<file path="src/rtl/seq_detect_ctrl_pkg.sv">
// Shared types for the sequence-detector run controller.
package seq_ctrl_pkg;

    localparam int ST_W = 2;

    // Run controller states; encodings are visible on debug taps, keep fixed.
    typedef enum logic [ST_W-1:0] {
        IDLE = 2'b00,
        RUN  = 2'b01,
        DONE = 2'b10
    } state_t;

endpackage

</file>
<file path="src/rtl/seq_detect_ctrl_if.sv">
// Config/status/serial-data bundle for seq_detect_ctrl.
// Optional build macro: SEQ_CTRL_IRQ_EN adds irq (status) and irq_clr (control).
interface seq_detect_ctrl_if #(
    parameter int PAT_W = 5,
    parameter int CNT_W = 8,
    parameter int TMO_W = 16
);
    // Control side, driven by the host
    logic             start;
    logic             abort;
    logic [PAT_W-1:0] pattern;
    logic             overlap;
    logic [CNT_W-1:0] match_target;
    logic [TMO_W-1:0] timeout;
    logic             din;

    // Status side, driven by the controller
    logic             busy;
    logic             det;
    logic [CNT_W-1:0] match_cnt;
    logic             done;
    logic             timed_out;

`ifdef SEQ_CTRL_IRQ_EN
    logic             irq;
    logic             irq_clr;

    modport master (
        output start, abort, pattern, overlap, match_target, timeout, din, irq_clr,
        input  busy, det, match_cnt, done, timed_out, irq
    );

    modport slave (
        input  start, abort, pattern, overlap, match_target, timeout, din, irq_clr,
        output busy, det, match_cnt, done, timed_out, irq
    );
`else
    modport master (
        output start, abort, pattern, overlap, match_target, timeout, din,
        input  busy, det, match_cnt, done, timed_out
    );

    modport slave (
        input  start, abort, pattern, overlap, match_target, timeout, din,
        output busy, det, match_cnt, done, timed_out
    );
`endif

endinterface

</file>
<file path="src/rtl/seq_detect_ctrl_core.sv">
// Moore pattern detector: shift history, saturating fill count and a
// registered match flag. Oldest history bit sits in the MSB.
module pattern_moore_core #(
    parameter int PAT_W = 5
) (
    input  logic             clk,
    input  logic             rst,      // asynchronous, active low
    input  logic             clr,      // synchronous clear, wins over en
    input  logic             en,       // shift din in this edge
    input  logic             din,
    input  logic [PAT_W-1:0] pattern,
    input  logic             overlap,
    output logic             det
);
    localparam int FILL_W = $clog2(PAT_W + 1);
    localparam logic [FILL_W-1:0] FILL_FULL = FILL_W'(PAT_W);

    logic [PAT_W-1:0]  hist_q, hist_d;
    logic [FILL_W-1:0] fill_q, fill_d;
    logic              det_q, det_d;

    logic [PAT_W-1:0]  shifted;
    logic [FILL_W-1:0] fill_inc;
    logic [PAT_W-1:0]  bit_eq;
    logic              hit;

    assign shifted  = {hist_q[PAT_W-2:0], din};
    assign fill_inc = (fill_q == FILL_FULL) ? fill_q : fill_q + FILL_W'(1);

    // Per-bit equality of the post-shift history against the pattern
    generate
        for (genvar gi = 0; gi < PAT_W; gi++) begin : g_cmp
            assign bit_eq[gi] = ~(shifted[gi] ^ pattern[gi]);
        end
    endgenerate

    // A match needs a full window of valid bits, not reset zeros
    assign hit = (&bit_eq) && (fill_inc == FILL_FULL);

    // Next history/fill/det: clear, shift, and restart the window on a
    // non-overlapping match
    always_comb begin
        hist_d = hist_q;
        fill_d = fill_q;
        det_d  = 1'b0;
        if (clr) begin
            hist_d = '0;
            fill_d = '0;
        end else if (en) begin
            hist_d = shifted;
            fill_d = fill_inc;
            if (hit) begin
                det_d = 1'b1;
                if (!overlap) begin
                    hist_d = '0;
                    fill_d = '0;
                end
            end
        end
    end

    // Detector state registers
    always_ff @(posedge clk or negedge rst) begin
        if (!rst) begin
            hist_q <= '0;
            fill_q <= '0;
            det_q  <= 1'b0;
        end else begin
            hist_q <= hist_d;
            fill_q <= fill_d;
            det_q  <= det_d;
        end
    end

    assign det = det_q;

endmodule

</file>
<file path="src/rtl/seq_detect_ctrl.sv">
// Run controller for a programmable-pattern Moore sequence detector.
// Latches pattern and run settings on start, feeds din to the detector,
// counts matches and ends the run on match target, timeout or abort.
// Optional build macro: SEQ_CTRL_IRQ_EN adds a sticky irq with irq_clr.
module seq_detect_ctrl
    import seq_ctrl_pkg::*;
#(
    parameter int PAT_W = 5,
    parameter int CNT_W = 8,
    parameter int TMO_W = 16
) (
    input logic           clk,
    input logic           rst,   // asynchronous, active low
    seq_detect_ctrl_if.slave bus
);
    state_t           state_q, state_d;
    logic [PAT_W-1:0] pattern_q, pattern_d;
    logic             overlap_q, overlap_d;
    logic [CNT_W-1:0] target_q, target_d;
    logic [TMO_W-1:0] timeout_q, timeout_d;
    logic [CNT_W-1:0] cnt_q, cnt_d;
    logic [TMO_W-1:0] tmo_q, tmo_d;
    logic             timed_out_q, timed_out_d;

    logic             core_clr;
    logic             core_en;
    logic             det_core;
    logic [CNT_W-1:0] cnt_inc;
    logic             match_end;
    logic             tmo_hit;

    assign core_en = (state_q == RUN);
    assign cnt_inc = cnt_q + CNT_W'(1);
    // det is counted the edge after the bit that completed the pattern
    assign match_end = det_core && (cnt_inc == target_q);
    // Fires one edge after the counter reaches the limit, so a det produced
    // by the limit-th sampled bit is still counted and wins the tie
    assign tmo_hit = (timeout_q != '0) && (tmo_q == timeout_q);

    pattern_moore_core #(
        .PAT_W (PAT_W)
    ) u_core (
        .clk     (clk),
        .rst     (rst),
        .clr     (core_clr),
        .en      (core_en),
        .din     (bus.din),
        .pattern (pattern_q),
        .overlap (overlap_q),
        .det     (det_core)
    );

    // Next state, settings latch and counters; abort > target 0 > match > timeout
    always_comb begin
        state_d     = state_q;
        pattern_d   = pattern_q;
        overlap_d   = overlap_q;
        target_d    = target_q;
        timeout_d   = timeout_q;
        cnt_d       = cnt_q;
        tmo_d       = tmo_q;
        timed_out_d = timed_out_q;
        core_clr    = 1'b0;

        case (state_q)
            IDLE: begin
                if (bus.start) begin
                    state_d     = RUN;
                    pattern_d   = bus.pattern;
                    overlap_d   = bus.overlap;
                    target_d    = bus.match_target;
                    timeout_d   = bus.timeout;
                    cnt_d       = '0;
                    tmo_d       = '0;
                    timed_out_d = 1'b0;
                    core_clr    = 1'b1;
                end
            end
            RUN: begin
                tmo_d = (tmo_q == '1) ? tmo_q : tmo_q + TMO_W'(1);
                if (bus.abort) begin
                    // Leave the count as-is; clearing the core also drops det
                    state_d  = IDLE;
                    core_clr = 1'b1;
                end else if (target_q == '0) begin
                    state_d  = DONE;
                    core_clr = 1'b1;
                end else begin
                    if (det_core) begin
                        cnt_d = cnt_inc;
                    end
                    if (match_end) begin
                        state_d  = DONE;
                        core_clr = 1'b1;
                    end else if (tmo_hit) begin
                        state_d     = DONE;
                        timed_out_d = 1'b1;
                        core_clr    = 1'b1;
                    end
                end
            end
            DONE: begin
                state_d = IDLE;
            end
            default: begin
                state_d = IDLE;
            end
        endcase
    end

    // Controller registers
    always_ff @(posedge clk or negedge rst) begin
        if (!rst) begin
            state_q     <= IDLE;
            pattern_q   <= '0;
            overlap_q   <= 1'b0;
            target_q    <= '0;
            timeout_q   <= '0;
            cnt_q       <= '0;
            tmo_q       <= '0;
            timed_out_q <= 1'b0;
        end else begin
            state_q     <= state_d;
            pattern_q   <= pattern_d;
            overlap_q   <= overlap_d;
            target_q    <= target_d;
            timeout_q   <= timeout_d;
            cnt_q       <= cnt_d;
            tmo_q       <= tmo_d;
            timed_out_q <= timed_out_d;
        end
    end

    assign bus.busy      = (state_q == RUN);
    assign bus.done      = (state_q == DONE);
    assign bus.det       = det_core;
    assign bus.match_cnt = cnt_q;
    assign bus.timed_out = timed_out_q;

`ifdef SEQ_CTRL_IRQ_EN
    logic irq_q, irq_d;

    // Sticky interrupt: rises with done (or timed_out), set beats clear
    always_comb begin
        irq_d = irq_q;
        if (bus.irq_clr) begin
            irq_d = 1'b0;
        end
        if (((state_q == RUN) && (state_d == DONE)) || (timed_out_d && !timed_out_q)) begin
            irq_d = 1'b1;
        end
    end

    // Interrupt register
    always_ff @(posedge clk or negedge rst) begin
        if (!rst) begin
            irq_q <= 1'b0;
        end else begin
            irq_q <= irq_d;
        end
    end

    assign bus.irq = irq_q;
`endif

endmodule
</file>
<file path="src/flat_wrapper.sv">
// flat-port wrapper written by rule: the top's interface ports become plain ports
module seq_detect_ctrl_flat import seq_ctrl_pkg::*;
#(
    parameter int PAT_W = 5,
    parameter int CNT_W = 8,
    parameter int TMO_W = 16
)
  (clk, rst, bus_start, bus_abort, bus_pattern, bus_overlap, bus_match_target, bus_timeout, bus_din, bus_busy, bus_det, bus_match_cnt, bus_done, bus_timed_out);
  seq_detect_ctrl_if #(.PAT_W(PAT_W), .CNT_W(CNT_W), .TMO_W(TMO_W)) bus_i ();
  input logic clk;
  input logic rst;
  input wire logic [$bits(bus_i.start)-1:0] bus_start;
  input wire logic [$bits(bus_i.abort)-1:0] bus_abort;
  input wire logic [$bits(bus_i.pattern)-1:0] bus_pattern;
  input wire logic [$bits(bus_i.overlap)-1:0] bus_overlap;
  input wire logic [$bits(bus_i.match_target)-1:0] bus_match_target;
  input wire logic [$bits(bus_i.timeout)-1:0] bus_timeout;
  input wire logic [$bits(bus_i.din)-1:0] bus_din;
  output wire logic [$bits(bus_i.busy)-1:0] bus_busy;
  output wire logic [$bits(bus_i.det)-1:0] bus_det;
  output wire logic [$bits(bus_i.match_cnt)-1:0] bus_match_cnt;
  output wire logic [$bits(bus_i.done)-1:0] bus_done;
  output wire logic [$bits(bus_i.timed_out)-1:0] bus_timed_out;
  assign bus_i.start = bus_start;
  assign bus_i.abort = bus_abort;
  assign bus_i.pattern = bus_pattern;
  assign bus_i.overlap = bus_overlap;
  assign bus_i.match_target = bus_match_target;
  assign bus_i.timeout = bus_timeout;
  assign bus_i.din = bus_din;
  assign bus_busy = bus_i.busy;
  assign bus_det = bus_i.det;
  assign bus_match_cnt = bus_i.match_cnt;
  assign bus_done = bus_i.done;
  assign bus_timed_out = bus_i.timed_out;
  seq_detect_ctrl #(.PAT_W(PAT_W), .CNT_W(CNT_W), .TMO_W(TMO_W)) u_core (.clk(clk), .rst(rst), .bus(bus_i));
endmodule
</file>
<file path="config.mk">
export PLATFORM = sky130hd
export DESIGN_NAME = seq_detect_ctrl_flat
export DESIGN_NICKNAME = d
export VERILOG_FILES = /design/src/rtl/seq_detect_ctrl_pkg.sv /design/src/rtl/seq_detect_ctrl_if.sv /design/src/rtl/seq_detect_ctrl_core.sv /design/src/rtl/seq_detect_ctrl.sv /design/src/flat_wrapper.sv
export SDC_FILE = /design/constraint.sdc
export NUM_CORES = 1
export LEC_CHECK = 0
export BUFFER_PORTS_ARGS = -buffer_cell sky130_fd_sc_hd__buf_2
export CAP_MARGIN = 25
export CORE_ASPECT_RATIO = 0.8
export CORE_UTILIZATION = 40
export CTS_CLUSTER_DIAMETER = 150
export DETAILED_ROUTE_END_ITERATION = 16
export SETUP_SLACK_MARGIN = 0.2
export SYNTH_ARGS = -nofsm -noshare
export SYNTH_HDL_FRONTEND = slang
export SYNTH_SLANG_ARGS = --single-unit
</file>
<file path="constraint.sdc">
create_clock -name clk -period 2.9 [get_ports clk]
set_clock_uncertainty 0.05 [all_clocks]
set_input_delay 0.725 -clock clk [delete_from_list [all_inputs] [get_ports clk]]
set_output_delay 0.725 -clock clk [all_outputs]
set_load 0.005 [all_outputs]
</file>
==> Flow_metrics.wiki <==
{| class="wikitable"
! Metric !! Value
|-
| Aggregate negative setup slack || 0 ps
|-
| DR WL/cell || 14.7 um
|-
| Arrival time of data at the critical path endpoint || 2800 ps
|-
| Power per cell area || 709 mW/mm^2
|-
| Worst IR Drop VDD || 0.311 mV
|-
| Post-synth top flop || dfrtp_1
|-
| Headroom to the max-slew limit || 0.433
|-
| Run status || finished clean
|-
| Source-to-sink clock delay at the later pin of the worst-skew pair || 340 ps
|-
| Maximum clock rate || 0.388 GHz
|-
| Switching share of total power || 0.353
|-
| CP peak stage delay || 530 ps
|-
| Register clock-pin slew on the reported worst setup and hold paths || 80 ps
|-
| Minimum hold slack || 432 ps
|-
| Worst setup SP type || flip-flop
|-
| Hold-fix buffers, CTS || 0
|-
| Final weighted congestion in routability-driven placement || 0.814
|-
| Initial cell density of the core || 0.417
|-
| Fill cell total of the finished layout || 852
|-
| Cts repair resizes || 0
|-
| Net switching power figure || 1040 uW
|-
| Count of buffers inserted at the top-level ports || 46
|-
| Post-place instance area || 0.00390 mm^2
|-
| Synthesis warning total || 0
|-
| Part of the power in registers || 0.447
|-
| Sequential fraction of the synthesis area || 0.454
|-
| Via count of the first global-routing pass || 2,742
|-
| Via density per instance || 5.20
|-
| Row count || 30
|-
| Period utilisation layout || 0.889
|-
| Beginning of the critical path || u_core.bus.match_cnt[0]
|-
| Area grow syn2layout || 15.8%
|-
| Total internal power || 1910 uW
|-
| Height of the chip || 86.7 um
|-
| CTS Buf Count || 9
|-
| Diodes inserted || 0
|-
| Final cell count without fillers || 557
|-
| Wire length of the first global-routing pass || 13,700 um
|-
| Part of the total power dissipated in combinational logic || 0.253
|-
| H-tree level count || 3
|-
| Post-DRT Antenna Nets || 0
|-
| Type of the most critical hold path || reg2reg
|-
| Die Wd || 108 um
|-
| Count of flip-flops with a built-in enable after synthesis || 0
|-
| HPWL after detailed placement || 5540 um
|-
| Total count of max-transition violations in the final report || 0
|-
| Clock share of power || 0.300
|-
| RSZ-0062 raised after global routing || true
|-
| Placed insts || 539
|-
| DRC violation total after the first TritonRoute iteration || 100
|-
| Core area || 0.00860 mm^2
|-
| Design Power || 2940 uW
|-
| Top delay family on crit path || simple AND/OR/NAND/NOR gates
|-
| Distinct cells, synth || 59
|-
| Leak pwr || 0.00200 uW
|-
| Buffer depth of the longest clock path || 2
|-
| Worst Path Required || 3120 ps
|-
| GRT Residual Overflow || 0
|-
| Minimum clock period || 2580 ps
|-
| Async SR Flop Fraction || 1.00
|-
| Post-synthesis area per instance || 9.06 um^2
|-
| Critical path buffers and inverters || 2
|-
| Share of the synthesized area in the top cell type || 0.454
|-
| Synthesized Nets || 435
|-
| Seq cells post-synth || 65
|-
| Area contributors post-synth || dfrtp_1, nand2_1, xor2_1
|-
| Number of instances in the synthesized netlist || 396
|-
| Most numerous cell in the Yosys netlist || nand2_1
|-
| GRT Resource Usage Total || 0.191
|-
| Final design instance area without fill || 0.00415 mm^2
|-
| CP Class || reg2reg
|-
| Number of cells traversed by the worst register-to-register path || 9
|-
| Worst path depth || 9
|-
| Cell with the largest stage delay on the worst path || dfrtp_1
|-
| # nets final || 479
|-
| DRC errors left || 0
|-
| Clock tree from TritonCTS || done
|-
| Clock tree sinks || 65
|-
| Initial antenna violation count || 0
|-
| Cell area after synthesis || 0.00359 mm^2
|-
| Library cell with the largest summed area after synthesis || dfrtp_1
|-
| Setup crit end || u_core.bus.timed_out
|-
| Routed Wire Length || 8160 um
|-
| Largest net degree at the start of global routing || 66
|-
| Top-level port count || 47
|-
| Clock root buffer master || clkbuf_8
|-
| Floorplan die area || 0.00935 mm^2
|-
| Setup Viol. Count Final || 0
|-
| Reg-to-reg critical path startpoint || u_core.bus.match_cnt[0]
|-
| Number of max-cap violations || 0
|-
| Destination of the worst register-to-register timing path || u_core.bus.timed_out
|-
| Critical path, cell by cell || ha_1 > and3_1 > nor4_1 > a211oi_1 > nor4_4 > buf_4 > buf_12 > nor4b_2 > mux2i_1
|-
| Crit end category || flip-flop
|-
| Worst-case register-to-register setup slack || 320 ps
|-
| Share of post-route cells with drive strength above 1 || 0.184
|-
| Top fanout value on the critical path || 10
|-
| Vias || 2,899
|-
| Slew at the pin with the worst max-slew slack || 851 ps
|-
| Most numerous cell types in the synthesized netlist || nand2_1, dfrtp_1, xor2_1
|-
| Final hold violations || 0
|-
| Number of iterations in the first detailed-routing pass || 5
|}
worst min-delay path: stages, from the launching register on:
cell and delay [ps]:
dfrtp_1 350, nand2_1 50, nand2_1 50
per-layer routing:
layer,vias up,global-route usage,part of all wire
li1,1463,-,-
met1,1366,0.294,0.53
met2,58,0.266,0.42
met3,12,0.0376,0.041
met4,0,0.0598,0.012
met5,-,0,0
placed cells by master, fill, tap and decap left out, types with 4 or more instances in the layout:
cell type,Yosys,final
buf_4,1,6
nand2b_1,6,6
nor3_1,6,6
nand2_1,110,110
dfrtp_1,65,65
a21oi_1,5,5
ha_1,4,4
o21ai_0,14,14
o31ai_1,4,4
nand4_1,10,10
xnor2_1,16,16
nor2_1,20,20
nand3_1,5,5
buf_2,5,46
clkbuf_8,0,9
xor2_1,26,26
o2111ai_1,5,5
nor4_1,10,10
inv_1,9,9
and3_1,9,9
a32o_1,5,5
metrics by stage:
stage,util,setup slack (ps)
after floorplan,-,596
after global placement,0.454,406
after detailed placement,0.454,317
after CTS,0.480,290
after global routing,0.483,182
final,0.483,322
cell type report:
cell class / instances / area [um^2] / area share
inverter: 9 / 33.8 / 0.00813
timing repair buffer: 53 / 295 / 0.0711
sequential: 65 / 1630 / 0.392
multi-input combinational: 302 / 1830 / 0.441
clock buffer: 9 / 124 / 0.0298
tap: 112 / 140 / 0.0337
clock inverter: 7 / 101 / 0.0244
kinds of logic (layout without fill, tap and decap cells):
family	after synthesis	count (layout)	synth area share
AOI/OAI and AO/OA	54	54	0.112
xor gates and xnor gates	42	42	0.103
buffers and inverters	29	78	0.0373
and+or+nand+nor	199	199	0.272
muxes	3	3	0.00872
DFF	65	65	0.454
adders and majority gates	4	4	0.0140
power groups by stage:
| stage | sequential [uW] | combinational (uW) | clock [uW] |
|---|---|---|---|
| after global placement | 1320 | 739 | 0 |
| final | 1320 | 745 | 883 |
| after detailed placement | 1330 | 748 | 0 |
| after global routing | 1350 | 852 | 940 |
| after CTS | 1310 | 754 | 905 |
| after floorplan | 1250 | 596 | 0 |
worst min-delay path by stage:
stage	startpoint	end	slack (ps)	depth (start not counted)
floorplan	rst	u_core.bus.match_cnt[0]	380	0
global placement	u_core.overlap_q	u_core.overlap_q	420	2
detailed placement	u_core.overlap_q	u_core.overlap_q	420	2
CTS	u_core.overlap_q	u_core.overlap_q	440	2
global route	u_core.overlap_q	u_core.overlap_q	480	2
finish	u_core.overlap_q	u_core.overlap_q	430	2
what timing repair did:
action	in CTS	in global routing
setup buffers	0	2
endpoints found under the setup margin	0	6
endpoints found under the hold margin	0	0
flip-flops by register name (all words and copies together), names as in the netlist:
| name | count |
|---|---|
| u_core.overlap_q | 1 |
| u_core.target_q | 8 |
| u_core.u_core.fill_q | 3 |
| u_core.state_q | 2 |
| u_core.tmo_q | 16 |
| u_core.bus.match_cnt | 8 |
| u_core.timeout_q | 16 |
| u_core.bus.timed_out | 1 |
| u_core.u_core.det | 1 |
| u_core.pattern_q | 5 |
| u_core.u_core.hist_q | 4 |
Power figures use the tool's default switching activity.
